[src/rtl/child_sched_pkg.sv]
// Shared types and default sizing for the child round-robin scheduler family.
package child_sched_pkg;

  typedef enum logic {IDLE, GRANT} sched_state_t;

  localparam int NUM_REQ_DEF  = 10;
  localparam int HOLD_MAX_DEF = 64;

endpackage

[src/rtl/child_rr_scheduler_rr_pick.sv]
// Combinational round-robin picker: first set request after ptr, wrapping.
module rr_pick #(
  parameter int NUM_REQ = 10,
  parameter int IDW     = $clog2(NUM_REQ)
) (
  input  logic [NUM_REQ-1:0] req,
  input  logic [IDW-1:0]     ptr,
  output logic               found,
  output logic [IDW-1:0]     idx
);

  // Search order ptr+1 .. ptr+NUM_REQ, so ptr itself comes last.
  always_comb begin
    int j;
    found = 1'b0;
    idx   = '0;
    j     = 0;
    for (int k = 1; k <= NUM_REQ; k++) begin
      j = (int'(ptr) + k) % NUM_REQ;
      if (!found && req[j]) begin
        found = 1'b1;
        idx   = IDW'(j);
      end
    end
  end

endmodule

[src/rtl/child_rr_scheduler.sv]
// Round-robin single-resource scheduler for generated child instances.
// Optional SCHED_STATS_EN adds a saturating forced-release counter (timeout_cnt).
module child_rr_scheduler
  import child_sched_pkg::*;
#(
  parameter int NUM_REQ  = NUM_REQ_DEF,
  parameter int HOLD_MAX = HOLD_MAX_DEF,
  parameter int CNT_W    = 16,
  localparam int IDW     = $clog2(NUM_REQ),
  localparam int HCW     = $clog2(HOLD_MAX)
) (
  input  logic               clk,
  input  logic               rst,
  input  logic [NUM_REQ-1:0] req,
  input  logic [NUM_REQ-1:0] done,
  output logic [NUM_REQ-1:0] gnt,
  output logic [IDW-1:0]     gnt_id,
  output logic               busy,
  output logic               timeout
`ifdef SCHED_STATS_EN
  ,
  output logic [CNT_W-1:0]   timeout_cnt
`endif
);

  if (NUM_REQ < 2 || NUM_REQ > 32 || HOLD_MAX < 2 || CNT_W < 1) begin : g_bad_param
    $error("child_rr_scheduler: parameter out of range");
  end

  sched_state_t       state, state_n;
  logic [NUM_REQ-1:0] gnt_n;
  logic [IDW-1:0]     id_n, ptr, ptr_n, pick_idx;
  logic [HCW-1:0]     hold_cnt, hold_n;
  logic               to_n, found, rel_norm, at_limit, forced;

  rr_pick #(.NUM_REQ(NUM_REQ), .IDW(IDW)) u_pick (
    .req   (req),
    .ptr   (ptr),
    .found (found),
    .idx   (pick_idx)
  );

  // Only the grantee's done/req bits matter; everything else is ignored.
  assign rel_norm = done[gnt_id] | ~req[gnt_id];
  assign at_limit = (hold_cnt == HCW'(HOLD_MAX - 1));
  assign forced   = (state == GRANT) && !rel_norm && at_limit;
  assign busy     = |gnt;

  always_comb begin
    state_n = state;
    gnt_n   = gnt;
    id_n    = gnt_id;
    ptr_n   = ptr;
    hold_n  = hold_cnt;
    to_n    = 1'b0;
    case (state)
      IDLE: begin
        if (found) begin
          gnt_n           = '0;
          gnt_n[pick_idx] = 1'b1;
          id_n            = pick_idx;
          hold_n          = '0;
          state_n         = GRANT;
        end
      end
      GRANT: begin
        if (rel_norm || at_limit) begin
          gnt_n   = '0;
          id_n    = '0;
          ptr_n   = gnt_id;
          hold_n  = '0;
          to_n    = ~rel_norm;
          state_n = IDLE;
        end else begin
          hold_n = hold_cnt + HCW'(1);
        end
      end
      default: state_n = IDLE;
    endcase
  end

  always_ff @(posedge clk) begin
    if (rst) begin
      state    <= IDLE;
      gnt      <= '0;
      gnt_id   <= '0;
      ptr      <= IDW'(NUM_REQ - 1);
      hold_cnt <= '0;
      timeout  <= 1'b0;
    end else begin
      state    <= state_n;
      gnt      <= gnt_n;
      gnt_id   <= id_n;
      ptr      <= ptr_n;
      hold_cnt <= hold_n;
      timeout  <= to_n;
    end
  end

`ifdef SCHED_STATS_EN
  always_ff @(posedge clk) begin
    if (rst)
      timeout_cnt <= '0;
    else if (forced && timeout_cnt != '1)
      timeout_cnt <= timeout_cnt + CNT_W'(1);
  end
`endif

  a_gnt_onehot: assert property (@(posedge clk) disable iff (rst) $onehot0(gnt));

endmodule

[config.mk]
export PLATFORM = sky130hd
export DESIGN_NAME = child_rr_scheduler
export DESIGN_NICKNAME = d
export VERILOG_FILES = /design/src/rtl/child_sched_pkg.sv /design/src/rtl/child_rr_scheduler_rr_pick.sv /design/src/rtl/child_rr_scheduler.sv
export SDC_FILE = /design/constraint.sdc
export NUM_CORES = 1
export LEC_CHECK = 0
export ABC_CLOCK_PERIOD_IN_PS = 7500
export BUFFER_PORTS_ARGS = -buffer_cell sky130_fd_sc_hd__buf_4
export CAP_MARGIN = 20
export CORE_UTILIZATION = 30
export CTS_CLUSTER_DIAMETER = 200
export DETAILED_ROUTE_END_ITERATION = 10
export MAX_ROUTING_LAYER = met4
export PLACE_DENSITY = 0.52
export SYNTH_ARGS = -nofsm -noshare
export SYNTH_HDL_FRONTEND = slang
export SYNTH_HIERARCHICAL = 1
export SYNTH_SLANG_ARGS = --single-unit
[constraint.sdc]
create_clock -name clk -period 7.5 [get_ports clk]
set_input_delay 0 -clock clk [delete_from_list [all_inputs] [get_ports clk]]
set_output_delay 0 -clock clk [all_outputs]
set_load 0.005 [all_outputs]
==> impl_metrics.tcl, run 1 <==
set metrics [dict create \
    yosysSeqAreaShare_pct 9.197 \
    cts_root_buf "clkbuf_16" \
    synthAdderAreaFrac_pct 8.755 \
    hold_class "in2reg" \
    regArea_sq_um 520.5 \
    fin_crit_ns 6.045 \
    dieWidth_microns 139.3 \
    grt_use_total_pct 20.32 \
    vias 6103 \
    synth_common_cells "nor2_1, a21oi_1, nand2_1" \
    cp-end-kind "register" \
    synth_compound_area_share_pct 33.25 \
    cp-start-kind "register" \
    hold_violations 0 \
    synth_xor_area_share_pct 3.847 \
    routed_wl_mm 19.68 \
    grt.overflow.total 0 \
    postCtsResizedCells 0 \
    finalCritPeriodShare_pct 80.60 \
    ctsLongestPathBuffers 2 \
    finClkSkew_ns 0.004064 \
    synth_top_family_by_area "compound AO/OA/AOI/OAI gates" \
    rows 49 \
    drt_iter0_markers 525 \
    synth-seq-cells 26 \
    postCtsHoldBufs 0 \
    grt_max_degree 33 \
    syn_to_final_growth_pct 8.534 \
    synth_top_cell_by_area "dfxtp_1" \
    fp.coreArea_sq_um 18210 \
    worstMarginPinSlew_ns 0.8935 \
    cts_tree "yes" \
    hpwl_mm 15.24 \
    dieArea_sq_um 19420 \
    cts_num_sinks 26 \
    numCtsBuffers 3 \
    grt_pass1_wl_mm 30.89 \
    cp.required_ns 7.71 \
    yosysMostFrequentCell "nor2_1" \
    io-pin-count 38 \
    io_buffers 37 \
    drive_above_1_share_pct 14.47 \
    synth_cell_types 100 \
    yosys_warnings 6 \
    finalMaxSlewViolations 0 \
    start_util_pct 31.08 \
    path_clk_slew_ns 0.07 \
    arrival_ns 6.25 \
    status "completed" \
    setup_violations 0 \
    grt_pass1_vias 5564 \
    insertion_delay_ns 0.27 \
    htree_levels 1 \
    holdWs_ns 0.01434 \
    clock.fmax_mhz 165.4 \
    place.gp.congestion 0.9628 \
    vdd_drop_max_uv 160.2 \
    routedWlPerCell_microns 19.76 \
    syn-num-nets 818 \
    synth_edf_count 0 \
    ys.flop_type "dfxtp_1" \
    avgSynthCellArea_sq_um 7.466 \
    synth_async_sr_flop_share_pct 0 \
    tns_ns 0 \
    p_leak_uw 0.002413 \
    syn_inst 758 \
    drcViolationCount 0 \
    rsz0062_at_grt "false" \
    power_density_nw_per_um2 516.5 \
    worst_slack_ns 1.455 \
    fill_cells 1911 \
    synth.area.top_cells "dfxtp_1, ha_1, mux2i_1" \
    place_ws_ns 1.571 \
    ant_nets 0 \
    synthSimpleGateAreaFrac_pct 27.61 \
    worst-path-max-fanout 14 \
    synth.mux.area_fraction_pct 10.46 \
    first_pass_iters 5 \
    die_h_microns 139.3 \
    syn_area_sq_um 5659 \
    antenna_found_initial 0 \
    viasPerCell 6.128 \
    multi_input_comb_area_sq_um 4750 \
    synth_top_cell_area_share_pct 9.197 \
    final_net_count 828 \
    final_util_pct 33.73 \
    diodes 0 \
    worstSetupPathType "reg2reg" \
    slew_headroom_pct 38.73 \
    max_cap_viol_count 0 \
    postCtsSetupBuffers 0 \
]
-- sequential cells by signal, summed over array words and instances, names as in the netlist --
signal	count
gnt	10
hold_cnt	6
ptr	4
gnt_id	4
state	1
timeout	1
-- critical path, cell delays in order (launching register included) --
cell and delay (ns):
dfxtp_1 0.48, ha_1 0.54, ha_1 0.39, inv_1 0.16
ha_1 0.22, a211oi_1 0.27, a21oi_1 0.13, xnor2_1 0.18
ha_1 0.26, or4b_1 0.49, o311ai_0 0.13, xor2_1 0.31
nor4_1 0.15, nor2_1 0.23, nand4b_1 0.23, nor4_1 0.42
mux2_2 0.39, a21oi_1 0.28, nor3b_1 0.46, nand2_1 0.11
o2bb2ai_1 0.14
-- cell families (layout without fill, tap and decap cells) --
kind of cell / after synthesis / in the layout
compound gates: 262 / 262
buf+inv: 75 / 84
fa+ha+maj: 40 / 40
flops: 26 / 26
mux: 50 / 50
xor+xnor: 24 / 24
simple gates: 281 / 281
-- through the flow --
| stage | cells | total power [uW] | area [sq um] |
|---|---|---|---|
| global placement | 992 | 2979 | 6037 |
| floorplan | 758 | 2304 | 5659 |
| global route | 996 | 3445 | 6142 |
| finish | 996 | 3172 | 6142 |
| CTS | 996 | 3117 | 6142 |
| detailed placement | 992 | 2942 | 6037 |
-- cells in the final DEF, fill, tap and decap left out, types with 10 or more instances in the layout --
cell type | netlist | routed
a21o_1 | 13 | 13
o21ai_0 | 36 | 36
a211o_1 | 10 | 10
a21oi_1 | 45 | 45
inv_1 | 30 | 30
a211oi_1 | 21 | 21
mux2_2 | 16 | 16
dfxtp_1 | 26 | 26
ha_1 | 38 | 38
xnor2_1 | 17 | 17
nand4_1 | 15 | 15
nand2_1 | 44 | 44
nor2b_1 | 17 | 17
o211ai_1 | 14 | 14
nor3_1 | 18 | 18
nand3_1 | 30 | 30
nor4_1 | 11 | 11
nand2b_1 | 14 | 14
a22o_1 | 13 | 13
and3_1 | 13 | 13
nor2_1 | 56 | 56
a31oi_1 | 10 | 10
buf_4 | 4 | 48
mux2i_1 | 25 | 25
-- layout make-up --
cell class / instances / area share, %
Tap cell: 229 / 4.665
Clock buffer: 3 / 1.222
Inverter: 32 / 1.956
Multi-Input combinational cell: 657 / 77.33
Clock inverter: 1 / 0.4889
Sequential cell: 26 / 8.474
Timing Repair Buffer: 48 / 5.867
-- routing by layer --
layer / routed length (microns) / vias to the layer above / GRT usage (%)
met1: 9290 / 2937 / 27.90
met3: 1095 / 24 / 1.927
li1: - / 2952 / -
met4: 373 / 0 / 4.678
met5: 0 / - / -
met2: 8920 / 190 / 31.95
-- final timing paths --
path / from / end / slack [ns] / depth (start not counted)
setup / recovery: ptr[1] / gnt[6] / 1.45 / 20
hold / removal: rst / hold_cnt[0] / 0.01 / 2
setup reg to reg: ptr[1] / gnt[6] / 1.45 / 20
hold reg to reg: hold_cnt[3] / hold_cnt[3] / 0.49 / 1
-- report_power, final --
| part | internal [uW] | switching, uW | total (uW) |
|---|---|---|---|
| combinational | 1080 | 1710 | 2790 |
| clock | 106 | 54.9 | 161 |
| sequential | 169 | 52.3 | 221 |
| total | 1360 | 1820 | 3170 |
Power figures use the tool's default switching activity.
==> run 2: changes to the inputs <==
ABC_CLOCK_PERIOD_IN_PS = 5300   (was 7500)
PLACE_DENSITY = 0.54   (was 0.52)
clock period = 5.3 ns   (was 7.5 ns; I/O delays follow)
==> run 2 against run 1 <==
Effect of this change:
- largest power group unchanged
- via count up 4.2%
- fmax up 18%
- critical path type unchanged
- highest routed layer unchanged
- combinational power up 64%
- first-iteration DRC count up 9.9%
==> impl_metrics.tcl, run 2 (synthesized netlist as in run 1, its figures left out) <==
set metrics [dict create \
    most-common-layout-cells "buf_4, nor2_1, a21oi_1, nand2_1, ha_1" \
    fp.coreArea_sq_um 18210 \
    power_density_nw_per_um2 762.5 \
    final_common_cell "buf_4" \
    slew_headroom_pct 40.28 \
    fin_crit_ns 5.104 \
    final_net_count 878 \
    htree_levels 1 \
    holdWs_ns 0.05576 \
    hold_violations 0 \
    timing.rr.end "gnt[3]" \
    clock.fmax_mhz 195.9 \
    max_cap_viol_count 0 \
    worst-path-max-fanout 6 \
    viasPerCell 6.079 \
    postCtsHoldBufs 0 \
    numCtsBuffers 3 \
    grt_use_total_pct 21.11 \
    hpwl_mm 15.94 \
    syn_to_final_growth_pct 17.64 \
    io_buffers 37 \
    worstSetupPathType "reg2reg" \
    grt.overflow.total 0 \
    cp.required_ns 5.45 \
    worstMarginPinSlew_ns 0.8818 \
    grt_pass1_wl_mm 32.12 \
    antenna_found_initial 0 \
    reg.largest.list "gnt (10), hold_cnt (6)" \
    ant_nets 0 \
    finalMaxSlewViolations 0 \
    cp-end-kind "register" \
    largest_reg_flops 10 \
    path_clk_slew_ns 0.07 \
    fill_cells 1924 \
    ff2ff_setup_slack_ns 0.20 \
    cts_root_buf "clkbuf_16" \
    drt_iter0_markers 577 \
    routed_wl_mm 20.49 \
    ctsLongestPathBuffers 2 \
    finClkSkew_ns 0.004494 \
    multi_input_comb_area_sq_um 4913 \
    vias 6359 \
    vdd_drop_max_uv 273.8 \
    regArea_sq_um 520.5 \
    die_h_microns 139.3 \
    setup_violations 0 \
    cts_num_sinks 26 \
    insertion_delay_ns 0.26 \
    cts_tree "yes" \
    hold_class "in2reg" \
    drive_above_1_share_pct 22.15 \
    arrival_ns 5.26 \
    final_util_pct 36.56 \
    start_util_pct 31.08 \
    dieArea_sq_um 19420 \
    grt_pass1_vias 5813 \
    routedWlPerCell_microns 19.59 \
    cp-start-kind "register" \
    status "completed" \
    r2r_start "ptr[1]" \
    place.gp.congestion 0.9189 \
    regMostFlops "gnt" \
    ff2ff_path_depth 19 \
    rows 49 \
    dieWidth_microns 139.3 \
    min_from "rst" \
    diodes 0 \
    min_path_cells 2 \
    grt_max_degree 25 \
    finalCritPeriodShare_pct 96.30 \
    worstHoldEndpoint "hold_cnt[0]" \
    p_leak_uw 0.002694 \
    drcViolationCount 0 \
    io-pin-count 38 \
    first_pass_iters 5 \
]
==> run 2: cell types whose count changed in the layout (fill, tap and decap cells not counted), sizes merged <==
cell,change
clkbuf,+1
a31o,+1
buf,+49
bufinv,-1
==> run 2: layout make-up <==
cell class                 count  area share, %
multi-input combinational    658          73.80
timing repair buffer          97          10.94
sequential                    26          7.818
tap                          229          4.304
inverter                      32          1.804
clock buffer                   4          1.334
==> run 2: where the power goes <==
part | internal, uW | total, uW | switching, uW
combinational | 1920 | 4570 | 2650
sequential | 240 | 322 | 81.7
clock | 115 | 183 | 67.2
==> run 2: layer usage <==
layer  vias to the layer above  GRT usage, %  routed length (microns)
met1                      3034         28.86                     9569
met3                        37         1.927                     1091
met5                         -             -                        0
met4                         0         6.257                      582
li1                       3073             -                        -
met2                       215         32.80                     9246
==> run 2: how the worst max path moves through the flow <==
stage | from | end | slack [ns] | cells past startpoint
floorplan | ptr[1] | gnt[9] | 0.02 | 19
global placement | ptr[1] | gnt[6] | -0.09 | 20
detailed placement | ptr[1] | gnt[6] | -0.08 | 20
CTS | ptr[1] | gnt[6] | 0.08 | 20
global route | ptr[1] | gnt[6] | -0.003 | 20
finish | ptr[1] | gnt[3] | 0.20 | 19
==> run 2: stage by stage <==
step                cell area (sq um)  setup slack (ns)    TNS, ns  cells  total power (uW)
finish                           6658            0.1964          0   1046              5077
global route                     6658         -0.003064  -0.003064   1046              5472
CTS                              6506           0.08215          0   1043              4687
detailed placement               6395          -0.07718    -0.1345   1039              4429
global placement                 6395          -0.08922    -0.1946   1039              4463
floorplan                        5664           0.01882          0    758              3268
==> run 2: critical path, cell delays in order (launching register included) <==
cell and delay, ns:
dfxtp_1 0.35, ha_1 0.23, ha_1 0.31, inv_1 0.10
ha_1 0.24, a211oi_2 0.26, a21oi_1 0.13, xnor2_1 0.20
ha_1 0.24, or4b_1 0.51, o311ai_0 0.13, xor2_1 0.20
o2111a_2 0.25, nor3_4 0.21, nand4b_4 0.17, or4_4 0.58
o22ai_1 0.27, a31oi_4 0.10, and3_1 0.25, a32o_1 0.26
==> run 2: what timing repair did <==
item | 4_1_cts | 5_1_grt
buffers inserted | 0 | 2
gates resized for setup | 4 | 25
setup endpoints to repair | 6 | 15
pin swaps | 0 | 3
cloned | 0 | 1
==> run 3: changes to the inputs <==
SETUP_SLACK_MARGIN = 0.4   (was unset)
==> run 3 against run 2 <==
Effect of this change:
- clock skew barely moved
- critical path type unchanged
- fmax rose by 6.6%
- highest routed layer unchanged
- flip-flop and latch count stayed put
- critical path depth up 1
- critical endpoint unchanged
- first-iteration DRC count grew 12%
- register-to-register slack improved by 0.31 ns
==> impl_metrics.tcl, run 3 (synthesized netlist as in run 1, its figures left out) <==
set metrics [dict create \
    vdd_drop_max_uv 303.6 \
    finalMaxSlewViolations 0 \
    first_pass_iters 5 \
    startpoint "ptr[1]" \
    cp.required_ns 5.46 \
    final_util_pct 38.10 \
    place.gp.congestion 0.9221 \
    cts_num_sinks 26 \
    grt.overflow.total 0 \
    status "completed" \
    reg.largest.list "gnt (10), hold_cnt (6)" \
    max_cap_viol_count 0 \
    timing.rr.end "gnt[3]" \
    tns_ns 0 \
    grt_pass1_wl_mm 30.69 \
    arrival_ns 4.95 \
    hpwl_mm 15.51 \
    ff2ff_setup_slack_ns 0.51 \
    syn_to_final_growth_pct 22.57 \
    setup_violations 0 \
    fin_crit_ns 4.789 \
    holdWs_ns 0.05754 \
    p_leak_uw 0.002717 \
    regMostFlops "gnt" \
    postCtsHoldBufs 0 \
    hold_class "in2reg" \
    diodes 0 \
    die_h_microns 139.3 \
    ant_nets 0 \
    dieWidth_microns 139.3 \
    rows 49 \
    final_net_count 876 \
    routed_wl_mm 20.37 \
    total_power_uw 5323 \
    clock.fmax_mhz 208.8 \
    slew_headroom_pct 40.87 \
    worstMarginPinSlew_ns 0.8817 \
    drt_iter0_markers 644 \
    io-pin-count 38 \
    cp-end-kind "register" \
    viasPerCell 6.121 \
    cts_tree "yes" \
    most-common-layout-cells "buf_4, nor2_1, a21oi_1, nand2_1, o21ai_0" \
    routedWlPerCell_microns 19.51 \
    ctsLongestPathBuffers 2 \
    path_clk_slew_ns 0.07 \
    grt_use_total_pct 20.42 \
    worst-path-max-fanout 6 \
    ff2ff_path_depth 20 \
    r2r_start "ptr[1]" \
    fill_cells 1872 \
    finClkSkew_ns 0.004242 \
    dieArea_sq_um 19420 \
    grt_max_degree 28 \
    io_buffers 37 \
    antenna_found_initial 0 \
    final_common_cell "buf_4" \
    grt_pass1_vias 5620 \
    hold_violations 0 \
    insertion_delay_ns 0.26 \
    drive_above_1_share_pct 27.24 \
    drcViolationCount 0 \
    worstSetupPathType "reg2reg" \
    numCtsBuffers 3 \
    min_from "rst" \
    critPathCapture "gnt[3]" \
    finalCritPeriodShare_pct 90.36 \
    rsz0062_at_grt "false" \
    cp-start-kind "register" \
    htree_levels 1 \
    largest_reg_flops 10 \
    vias 6390 \
    fp.coreArea_sq_um 18210 \
    cts_root_buf "clkbuf_16" \
    start_util_pct 31.08 \
    power_density_nw_per_um2 767.4 \
]
==> run 3: cell types whose count changed in the layout (fill, tap and decap cells not counted), moves of 4 or more <==
cell | before | now
xnor2_1 | 17 | 13
ha_2 | 0 | 6
xnor2_2 | 0 | 4
buf_4 | 97 | 91
a211oi_2 | 3 | 7
ha_1 | 38 | 29
a211oi_1 | 18 | 13
==> run 3: area by class of cell <==
class / instances / area [sq um] / area share, %
Multi-Input combinational cell: 658 / 5160 / 74.39
Timing Repair Buffer: 94 / 725.7 / 10.46
Sequential cell: 26 / 526.8 / 7.594
Tap cell: 229 / 286.5 / 4.131
Inverter: 32 / 127.6 / 1.840
Clock buffer: 3 / 75.07 / 1.082
Clock inverter: 1 / 30.03 / 0.4329
Timing Repair inverter: 1 / 5.005 / 0.07215
==> run 3: routing by layer <==
metal	global-route usage [%]	routed length, microns	up-vias
met4	7.719	565	0
met3	1.789	1047	34
met2	31.37	9348	204
li1	-	-	3051
met5	-	0	-
met1	27.64	9406	3101
==> run 3: worst min path at each step <==
stage | end | slack, ns | cells after the start
after floorplan | ptr[0] | 0.13 | 2
final | hold_cnt[0] | 0.06 | 2
after detailed placement | hold_cnt[0] | 0.31 | 2
after global routing | hold_cnt[0] | 0.06 | 2
after CTS | hold_cnt[4] | 0.04 | 2
after global placement | hold_cnt[0] | 0.30 | 2
==> run 3: power breakdown <==
part	internal, uW	switching [uW]
Combinational	2020	2770
Sequential	240	71.2
Clock	151	76.5
==> run 3: worst max-delay path, cell delays in order (launching register included) <==
cell	delay [ns]
dfxtp_4	0.37
ha_2	0.21
ha_4	0.28
inv_2	0.06
ha_1	0.21
a211oi_2	0.30
a21oi_2	0.11
xnor2_2	0.18
ha_2	0.21
or4b_1	0.49
o311ai_1	0.10
xor2_1	0.21
buf_4	0.17
nor4_4	0.06
nor3_4	0.23
nand4b_4	0.18
or4_4	0.51
o22ai_4	0.21
a31oi_4	0.07
and3_2	0.27
a32o_1	0.25
==> run 3: what timing repair did <==
item	CTS	global route
gates resized for setup	17	64
cloned	0	2
setup endpoints to repair	14	21
setup buffers	3	6
pin swaps	5	14
==> run 3: metrics by stage <==
stage                     std cells  instance area (sq um)  setup slack, ns
after floorplan                 758                   5698           0.4070
after global placement         1029                   6365           0.2346
after detailed placement       1029                   6365           0.2278
after CTS                      1036                   6571           0.3921
after global routing           1044                   6937           0.3493
final                          1044                   6937           0.5110
